[src/rtl/lc3b_types.sv]
// Shared LC-3b types plus the memory arbiter's state and grant-kind enums.
package lc3b_types;

  typedef logic [15:0] lc3b_word;
  typedef logic [1:0]  lc3b_mem_wmask;

  typedef enum logic [1:0] {
    IDLE    = 2'd0,
    SERVE_I = 2'd1,
    SERVE_D = 2'd2
  } arb_state_t;

  typedef enum logic [1:0] {
    GRANT_NONE  = 2'd0,
    GRANT_READ  = 2'd1,
    GRANT_WRITE = 2'd2
  } grant_kind_t;

endpackage

[src/rtl/mem_arbiter.sv]
// Two-port (instruction/data) arbiter onto one shared memory port.
// Define MEM_ARB_RR_EN for round-robin arbitration; default is data priority with a starvation guard.
module mem_arbiter
  import lc3b_types::*;
(
  input  logic        clk,
  input  logic        rst,
  input  logic        i_read,
  input  logic [15:0] i_address,
  output logic [15:0] i_rdata,
  output logic        i_resp,
  input  logic        d_read,
  input  logic        d_write,
  input  logic [15:0] d_address,
  input  logic [15:0] d_wdata,
  input  logic [1:0]  d_byte_enable,
  output logic [15:0] d_rdata,
  output logic        d_resp,
  output logic        pmem_read,
  output logic        pmem_write,
  output logic [15:0] pmem_address,
  output logic [15:0] pmem_wdata,
  output logic [1:0]  pmem_byte_enable,
  input  logic [15:0] pmem_rdata,
  input  logic        pmem_resp
);

  arb_state_t    state, next_state;
  grant_kind_t   grant_kind;
  lc3b_word      grant_addr;
  lc3b_word      grant_wdata;
  lc3b_mem_wmask grant_be;
  logic          d_req;
  logic          grant_i;
  logic          grant_d;

`ifdef MEM_ARB_RR_EN
  logic          last_d;
`else
  logic [1:0]    starve_cnt;
`endif

  assign d_req = d_read | d_write;

  always_comb begin
    next_state = state;
    grant_i    = 1'b0;
    grant_d    = 1'b0;
    unique case (state)
      IDLE: begin
`ifdef MEM_ARB_RR_EN
        if (d_req && i_read) begin
          grant_d = ~last_d;
          grant_i = last_d;
        end else begin
          grant_d = d_req;
          grant_i = i_read;
        end
`else
        // Starvation guard overrides the fixed data priority.
        if (i_read && starve_cnt == 2'd3)
          grant_i = 1'b1;
        else if (d_req)
          grant_d = 1'b1;
        else if (i_read)
          grant_i = 1'b1;
`endif
        if (grant_d)
          next_state = SERVE_D;
        else if (grant_i)
          next_state = SERVE_I;
      end
      SERVE_I, SERVE_D: begin
        if (pmem_resp)
          next_state = IDLE;
      end
      default: next_state = IDLE;
    endcase
  end

  always_ff @(posedge clk) begin
    if (rst) begin
      state       <= IDLE;
      grant_kind  <= GRANT_NONE;
      grant_addr  <= '0;
      grant_wdata <= '0;
      grant_be    <= '0;
`ifdef MEM_ARB_RR_EN
      last_d      <= 1'b0;
`else
      starve_cnt  <= '0;
`endif
    end else begin
      state <= next_state;
      if (grant_d) begin
        grant_addr  <= d_address;
        grant_wdata <= d_wdata;
        grant_be    <= d_byte_enable;
        grant_kind  <= d_write ? GRANT_WRITE : GRANT_READ;
      end else if (grant_i) begin
        grant_addr  <= i_address;
        grant_wdata <= '0;
        grant_be    <= '1;
        grant_kind  <= GRANT_READ;
      end
`ifdef MEM_ARB_RR_EN
      if (grant_d)
        last_d <= 1'b1;
      else if (grant_i)
        last_d <= 1'b0;
`else
      if (grant_i)
        starve_cnt <= '0;
      else if (grant_d && i_read && starve_cnt != 2'd3)
        starve_cnt <= starve_cnt + 2'd1;
`endif
    end
  end

  // Strobes come only from the latched grant; address/data/mask hold while idle.
  assign pmem_read        = (state != IDLE) && (grant_kind == GRANT_READ);
  assign pmem_write       = (state != IDLE) && (grant_kind == GRANT_WRITE);
  assign pmem_address     = grant_addr;
  assign pmem_wdata       = grant_wdata;
  assign pmem_byte_enable = grant_be;

  assign i_resp  = pmem_resp & (state == SERVE_I);
  assign d_resp  = pmem_resp & (state == SERVE_D);
  assign i_rdata = pmem_rdata;
  assign d_rdata = pmem_rdata;

endmodule

[config.mk]
export PLATFORM = sky130hd
export DESIGN_NAME = mem_arbiter
export DESIGN_NICKNAME = d
export VERILOG_FILES = /design/src/rtl/lc3b_types.sv /design/src/rtl/mem_arbiter.sv
export SDC_FILE = /design/constraint.sdc
export NUM_CORES = 1
export LEC_CHECK = 0
export ABC_AREA = 1
export CAP_MARGIN = 20
export CORE_MARGIN = 2
export CORE_UTILIZATION = 37
export CTS_CLUSTER_SIZE = 16
export DETAILED_ROUTE_END_ITERATION = 6
export PLACE_DENSITY = 0.8
export RECOVER_POWER = 50
export SYNTH_ARGS = -nofsm -noshare
export SYNTH_HDL_FRONTEND = slang
export SYNTH_SLANG_ARGS = --single-unit
[constraint.sdc]
create_clock -name clk -period 2.1 [get_ports clk]
set_clock_uncertainty 0.15 [all_clocks]
set_input_delay 0.63 -clock clk [delete_from_list [all_inputs] [get_ports clk]]
set_output_delay 0.63 -clock clk [all_outputs]
set_load 0.05 [all_outputs]
==> impl_results.md, run 1 <==
* Syn. warnings at 0
* Die span in y at 83.1 µm
* Final wirelength at 5780 µm
* Worst vdd ir at 0.589 mV
* Leakage power at 1.47 nW
* DR vias at 2232
* Ports at 142
* GRT overflow at 0
* Hold Path Class: flip-flop to flip-flop
* CP required at 1.32 ns
* Cell area after layout at 0.00319 mm²
* Logic pwr share at 47.6%
* Post-Synthesis Cells at 337
* Max Cap Viol at 0
* Slew Limit Headroom at 58.3%
* H-Tree Depth at 2
* Initial Util at 38.6%
* Placed inst area at 0.00317 mm²
* Sequential power share at 34.7%
* Syn-to-layout area delta at 37.9%
* Vias per cell at 4.63
* Worst hold margin at 0.331 ns
* Area of the core at 0.00599 mm²
* Clock group share of total power at 17.6%
* Vias in the first global route at 2272
* Final GP Congestion at 0.757
* Syn_nets at 413
* Clock latency on the worst-skew pair at 0.28 ns
* Critical path origin: state[0]
* Pre-CTS setup slack at -0.107 ns
* CTS tree: built
* Ranking of synthesized cells by area: dfxtp_1 35%, nand2_1 13%, buf_4 11%
* Pins Over Slew Limit at 0
* Clock Pin Slew Worst Setup and Hold Paths at 0.08 ns
* Final WS setup at 0.0669 ns
* Wire per inst at 12.0 µm
* Fin crit period at 2.03 ns
* Max Clk Rate at 0.492 GHz
* P_sw at 1.13 mW
* Num CTS Buffers at 5
* DRC violations left at 0
* Largest net degree at the start of global routing at 23
* Placed insts at 473
* Antenna diodes at 0
* Mapped Area at 0.00231 mm²
* Seq/Total Area, Yosys at 34.6%
* Internal power at 1.57 mW
* RSZ-0062 raised after global routing: true
* IO Port Bufs at 93
* PwrDens at 845 mW/mm²
* Cell taking the most area after synthesis: dfxtp_1
* Post-Layout Cell Count at 482
* Root buf cell: clkbuf_8
* Die area at 0.00690 mm²
* Reg-to-Reg Start: state[1]
* Antenna viol nets, final at 0
* FP Rows at 28
* Fin crit share at 96.8%
* GRT Overall Usage at 17.0%
* Setup Viol. Count Final at 0
* Status: completed
* Fin nets at 483
* Antenna violations before repair at 0
* Hold buffers post-CTS at 0
* Layout cells sized above 1 at 15.5%
* Kind of critical path: flip-flop to output pin
* Netlist cell types at 22
* #FFs+latches synth at 40
* 1st-iter DRT viols at 65
* Final Hold Vio Count at 0
* Sw Share at 41.8%
* First-pass GRT wire length at 9830 µm
* Hold path start: pmem_wdata[11]
* Crit end category: output pin
* Drt first pass iters at 5
* Synth top area share at 34.6%
* Startpoint types: flip-flop
* Synthesized area per cell at 6.87 µm²
* CTS sink cnt at 40
* Critical path peak fanout at 4
* Die W at 83.1 µm
* Arr. time, crit path at 1.25 ns
* Filler cell count at 596
* Hpwl dp at 4410 µm
* Max clock buf depth at 2
* Slew @ Worst Pin at 0.628 ns
[worst max-delay path, stage by stage (launching register included)]
cell     delay, ns
dfxtp_2       0.35
inv_2         0.05
ha_4          0.18
nor3_4        0.21
buf_12        0.16
[state kept, by name (all words and copies together), names as in the netlist]
| name | flops |
|---|---|
| pmem_wdata | 16 |
| pmem_byte_enable | 2 |
| state | 2 |
| starve_cnt | 2 |
| grant_kind | 2 |
| pmem_address | 16 |
[stage by stage]
stage | power [mW] | util (%) | TNS, ns
final | 2.70 | 53.3 | 0
after global routing | 2.89 | 53.3 | -0.00221
after CTS | 2.77 | 54.2 | -0.0211
after detailed placement | 2.28 | 52.9 | -2.64
after global placement | 2.26 | 52.9 | -1.42
after floorplan | 1.97 | - | -0.0286
[cells in the final DEF, fill, tap and decap left out, types with 5 or more instances in the layout]
| cell | n |
|---|---|
| a21oi_1 | 23 |
| buf_12 | 9 |
| buf_4 | 29 |
| clkbuf_1 | 23 |
| clkbuf_8 | 5 |
| clkdlybuf4s50_1 | 54 |
| dfxtp_1 | 38 |
| inv_1 | 31 |
| inv_2 | 5 |
| nand2_1 | 82 |
| nand3_1 | 35 |
| nand4_1 | 16 |
| nor2_1 | 34 |
[final timing paths]
kind,end,slack (ns),cells after the start
worst min register to register,pmem_wdata[11],0.33,2
worst max register to register,pmem_address[3],0.34,9
worst max-delay path,pmem_read,0.07,4
worst min-delay path,pmem_wdata[11],0.33,2
[synthesized netlist by cell type]
library cell  instances
nand2_2               1
nor2_2                2
nor2_1               35
nand2_8               1
nor2_4                1
nand3_1              35
nand3_4               2
buf_6                 3
inv_1                35
buf_2                12
clkbuf_1              4
o21ai_1               1
dfxtp_1              40
o21ai_0               3
o21ai_4               2
inv_2                 1
nand4_1              16
ha_1                  4
nor3_1                1
nand2_1              82
a21oi_1              23
buf_4                33
[power groups by stage]
stage	logic, mW	clock network, mW	registers (mW)
final	1.28	0.475	0.937
after detailed placement	1.33	0	0.954
after floorplan	0.681	0	1.29
after CTS	1.34	0.493	0.938
after global routing	1.40	0.534	0.953
after global placement	1.31	0	0.946
[cell type report]
| cell class | count | area (µm²) | share of cell area (%) |
|---|---|---|---|
| flip-flops and latches | 40 | 803 | 25.2 |
| repair buffers | 115 | 1030 | 32.2 |
| clock buffers | 6 | 72.6 | 2.27 |
| clock inverters | 1 | 5.00 | 0.157 |
| inverters | 36 | 135 | 4.23 |
| multi-input cells | 209 | 1050 | 33.0 |
| well taps | 75 | 93.8 | 2.94 |
[layer usage]
layer / vias up / wire length, µm / global-route usage, %
met5: - / 0 / 0
met4: 0 / 48 / 4.62
met3: 8 / 585 / 7.26
met2: 82 / 2820 / 30.1
met1: 975 / 2330 / 18.3
li1: 1167 / - / -
[kinds of logic (layout without fill, tap and decap cells)]
family | count (synthesis) | count (layout) | synth area share [%]
AO/OA/AOI/OAI | 29 | 29 | 7.24
adder cells (fa/ha/maj) | 4 | 4 | 2.16
AND/OR/NAND/NOR | 176 | 176 | 34.8
flip-flops | 40 | 40 | 34.6
buffers and inverters | 88 | 158 | 21.2
[what timing repair did]
item	in CTS	in global routing
endpoints found under the setup margin	4	2
gates cloned	0	0
setup buffers	0	2
resized for setup	4	5
pin swaps	0	2
(Power assumes the default switching activity.)
==> inputs of run 2 (changes only) <==
GPL_ROUTABILITY_DRIVEN = 0   (was default)
PLACE_DENSITY = 0.84   (was 0.8)
==> run 2 against run 1 <==
Compared with the run above:
- via count rose by 1.4%
- fmax is 0.50% higher
- first-iteration DRC count up 6.2%
- power down 0.47%
- hold slack worse by 0.0049 ns
- non-clock buffer count fell by 4
- die area stayed put
- flip-flop and latch count unchanged
- design area decreased by 1.4%
- register-to-register slack got worse by 0.05 ns
- critical path type unchanged
- largest power group unchanged
- highest routed layer unchanged
==> impl_results.md, run 2 (synthesis gave the netlist of run 1 again) <==
* Placed insts at 471 (-0.42%)
* Final TNS setup at 0 ns (unchanged)
* Slew Limit Headroom at 58.1% (-0.20 points)
* Setup Viol. Count Final at 0 (unchanged)
* PwrDens at 853 mW/mm² (+0.99%)
* H-Tree Depth at 2 (unchanged)
* Status: completed
* Crit end category: output pin
* CP required at 1.32 ns (about the same)
* Area of the core at 0.00599 mm² (unchanged)
* Layout cells sized above 1 at 13.9% (-1.6 points)
* Clock latency on the worst-skew pair at 0.29 ns (about the same)
* Arr. time, crit path at 1.24 ns (about the same)
* Worst hold margin at 0.326 ns (-0.00488 ns)
* Leakage power at 1.44 nW (-2.0%)
* FP Rows at 28 (unchanged)
* Antenna violations before repair at 0 (unchanged)
* Pins Over Slew Limit at 0 (unchanged)
* Initial Util at 38.6% (unchanged)
* Wire per inst at 12.1 µm (+0.96%)
* Final wirelength at 5790 µm (+0.12%)
* Die span in y at 83.1 µm (unchanged)
* Tot Pwr at 2.68 mW (-0.47%)
* Vias in the first global route at 2207 (-2.9%)
* Final WS setup at 0.0770 ns (+0.0101 ns)
* Hpwl dp at 4320 µm (-1.9%)
* Worst vdd ir at 0.525 mV (-11%)
* RSZ-0062 raised after global routing: false
* Max Cap Viol at 0 (unchanged)
* IO Port Bufs at 93 (unchanged)
* Ports at 142 (unchanged)
* First-pass GRT wire length at 9630 µm (-2.0%)
* Post-Layout Cell Count at 478 (-0.83%)
* Kind of critical path: flip-flop to output pin
* Fin crit period at 2.02 ns (-0.0101 ns)
* Leading cell type in the layout, fill and taps excluded: nand2_1
* Num CTS Buffers at 5 (unchanged)
* Startpoint types: flip-flop
* Critical path peak fanout at 4 (unchanged)
* 1st-iter DRT viols at 69 (+6.2%)
* Largest net degree at the start of global routing at 31 (+35%)
* GRT Overall Usage at 16.7% (-0.25 points)
* Clock Pin Slew Worst Setup and Hold Paths at 0.07 ns (about the same)
* Filler cell count at 589 (-1.2%)
* Setup bufs post-CTS at 0 (unchanged)
* Multi-input gate area at 0.00105 mm² (unchanged)
* DRC violations left at 0 (unchanged)
* Max Clk Rate at 0.494 GHz (+0.50%)
* Seq. cell area at 803 µm² (unchanged)
* Antenna viol nets, final at 0 (unchanged)
* Vias per cell at 4.74 (+2.3%)
* Pre-CTS setup slack at -0.104 ns (+0.00310 ns)
* DR vias at 2264 (+1.4%)
* CTS sink cnt at 40 (unchanged)
* GRT overflow at 0 (unchanged)
* Antenna diodes at 0 (unchanged)
* Fin nets at 479 (-0.83%)
* CTS tree: built
* Hold buffers post-CTS at 0 (unchanged)
* Hold Path Class: flip-flop to flip-flop
* Commonest cells after routing, fill and taps aside: 82 x nand2_1, 54 x clkdlybuf4s50_1, 38 x dfxtp_1
* Drt first pass iters at 4 (-1)
* Fin crit share at 96.3% (-0.48 points)
* Syn-to-layout area delta at 35.9%
* Final Hold Vio Count at 0 (unchanged)
* Die area at 0.00690 mm² (unchanged)
* Die W at 83.1 µm (unchanged)
* FF-to-FF setup slack at 0.29 ns (-0.05 ns)
* Root buf cell: clkbuf_8
* Slew @ Worst Pin at 0.631 ns (+0.00303 ns)
* Max clock buf depth at 2 (unchanged)
[run 2: changes by cell type in the layout (fill, tap and decap cells not counted)]
cell      before  now
inv_1         31   33
clkbuf_1      23   24
buf_12         9    8
buf_4         29   25
inv_2          5    3
[run 2: through the flow]
step / util (%) / cell area (µm²)
after detailed placement: 52.4 / 3140
after floorplan: - / 2330
final: 52.5 / 3150
after global routing: 52.5 / 3150
after global placement: 52.4 / 3140
after CTS: 53.8 / 3220
[run 2: worst max-delay path, cell delays in order, from the launching register on]
cell	delay, ns
dfxtp_2	0.35
inv_1	0.08
ha_4	0.20
nor3_4	0.16
buf_12	0.16
[run 2: where the power goes]
group	switching [mW]	total, mW	internal [mW]
combinational	0.806	1.25	0.447
clock	0.268	0.494	0.226
sequential	0.0638	0.938	0.874
total	1.14	2.68	1.55
[run 2: path summary, 6_finish.rpt]
| check | startpoint | end | depth (start not counted) |
|---|---|---|---|
| max | state[1] | pmem_read | 4 |
| min | pmem_wdata[15] | pmem_wdata[15] | 2 |
| max reg2reg | state[0] | pmem_wdata[13] | 8 |
| min reg2reg | pmem_wdata[15] | pmem_wdata[15] | 2 |
[run 2: area by class of cell]
cell class | count | area share, %
inverters | 36 | 4.29
clock buffers | 6 | 2.31
multi-input cells | 209 | 33.5
flip-flops and latches | 40 | 25.5
repair buffers | 111 | 31.3
clock inverters | 1 | 0.159
well taps | 75 | 2.98
[run 2: what timing repair did]
action | CTS | global route
endpoints found under the setup margin | 4 | 2
cloned | 0 | 0
gates resized for setup | 4 | 3
[run 2: per-layer routing]
| layer | up-vias | wire [µm] | track usage, % |
|---|---|---|---|
| met3 | 14 | 558 | 6.56 |
| met1 | 992 | 2420 | 17.9 |
| met4 | 0 | 83 | 5.22 |
| li1 | 1161 | - | - |
| met2 | 97 | 2730 | 30.1 |
| met5 | - | 0 | 0 |
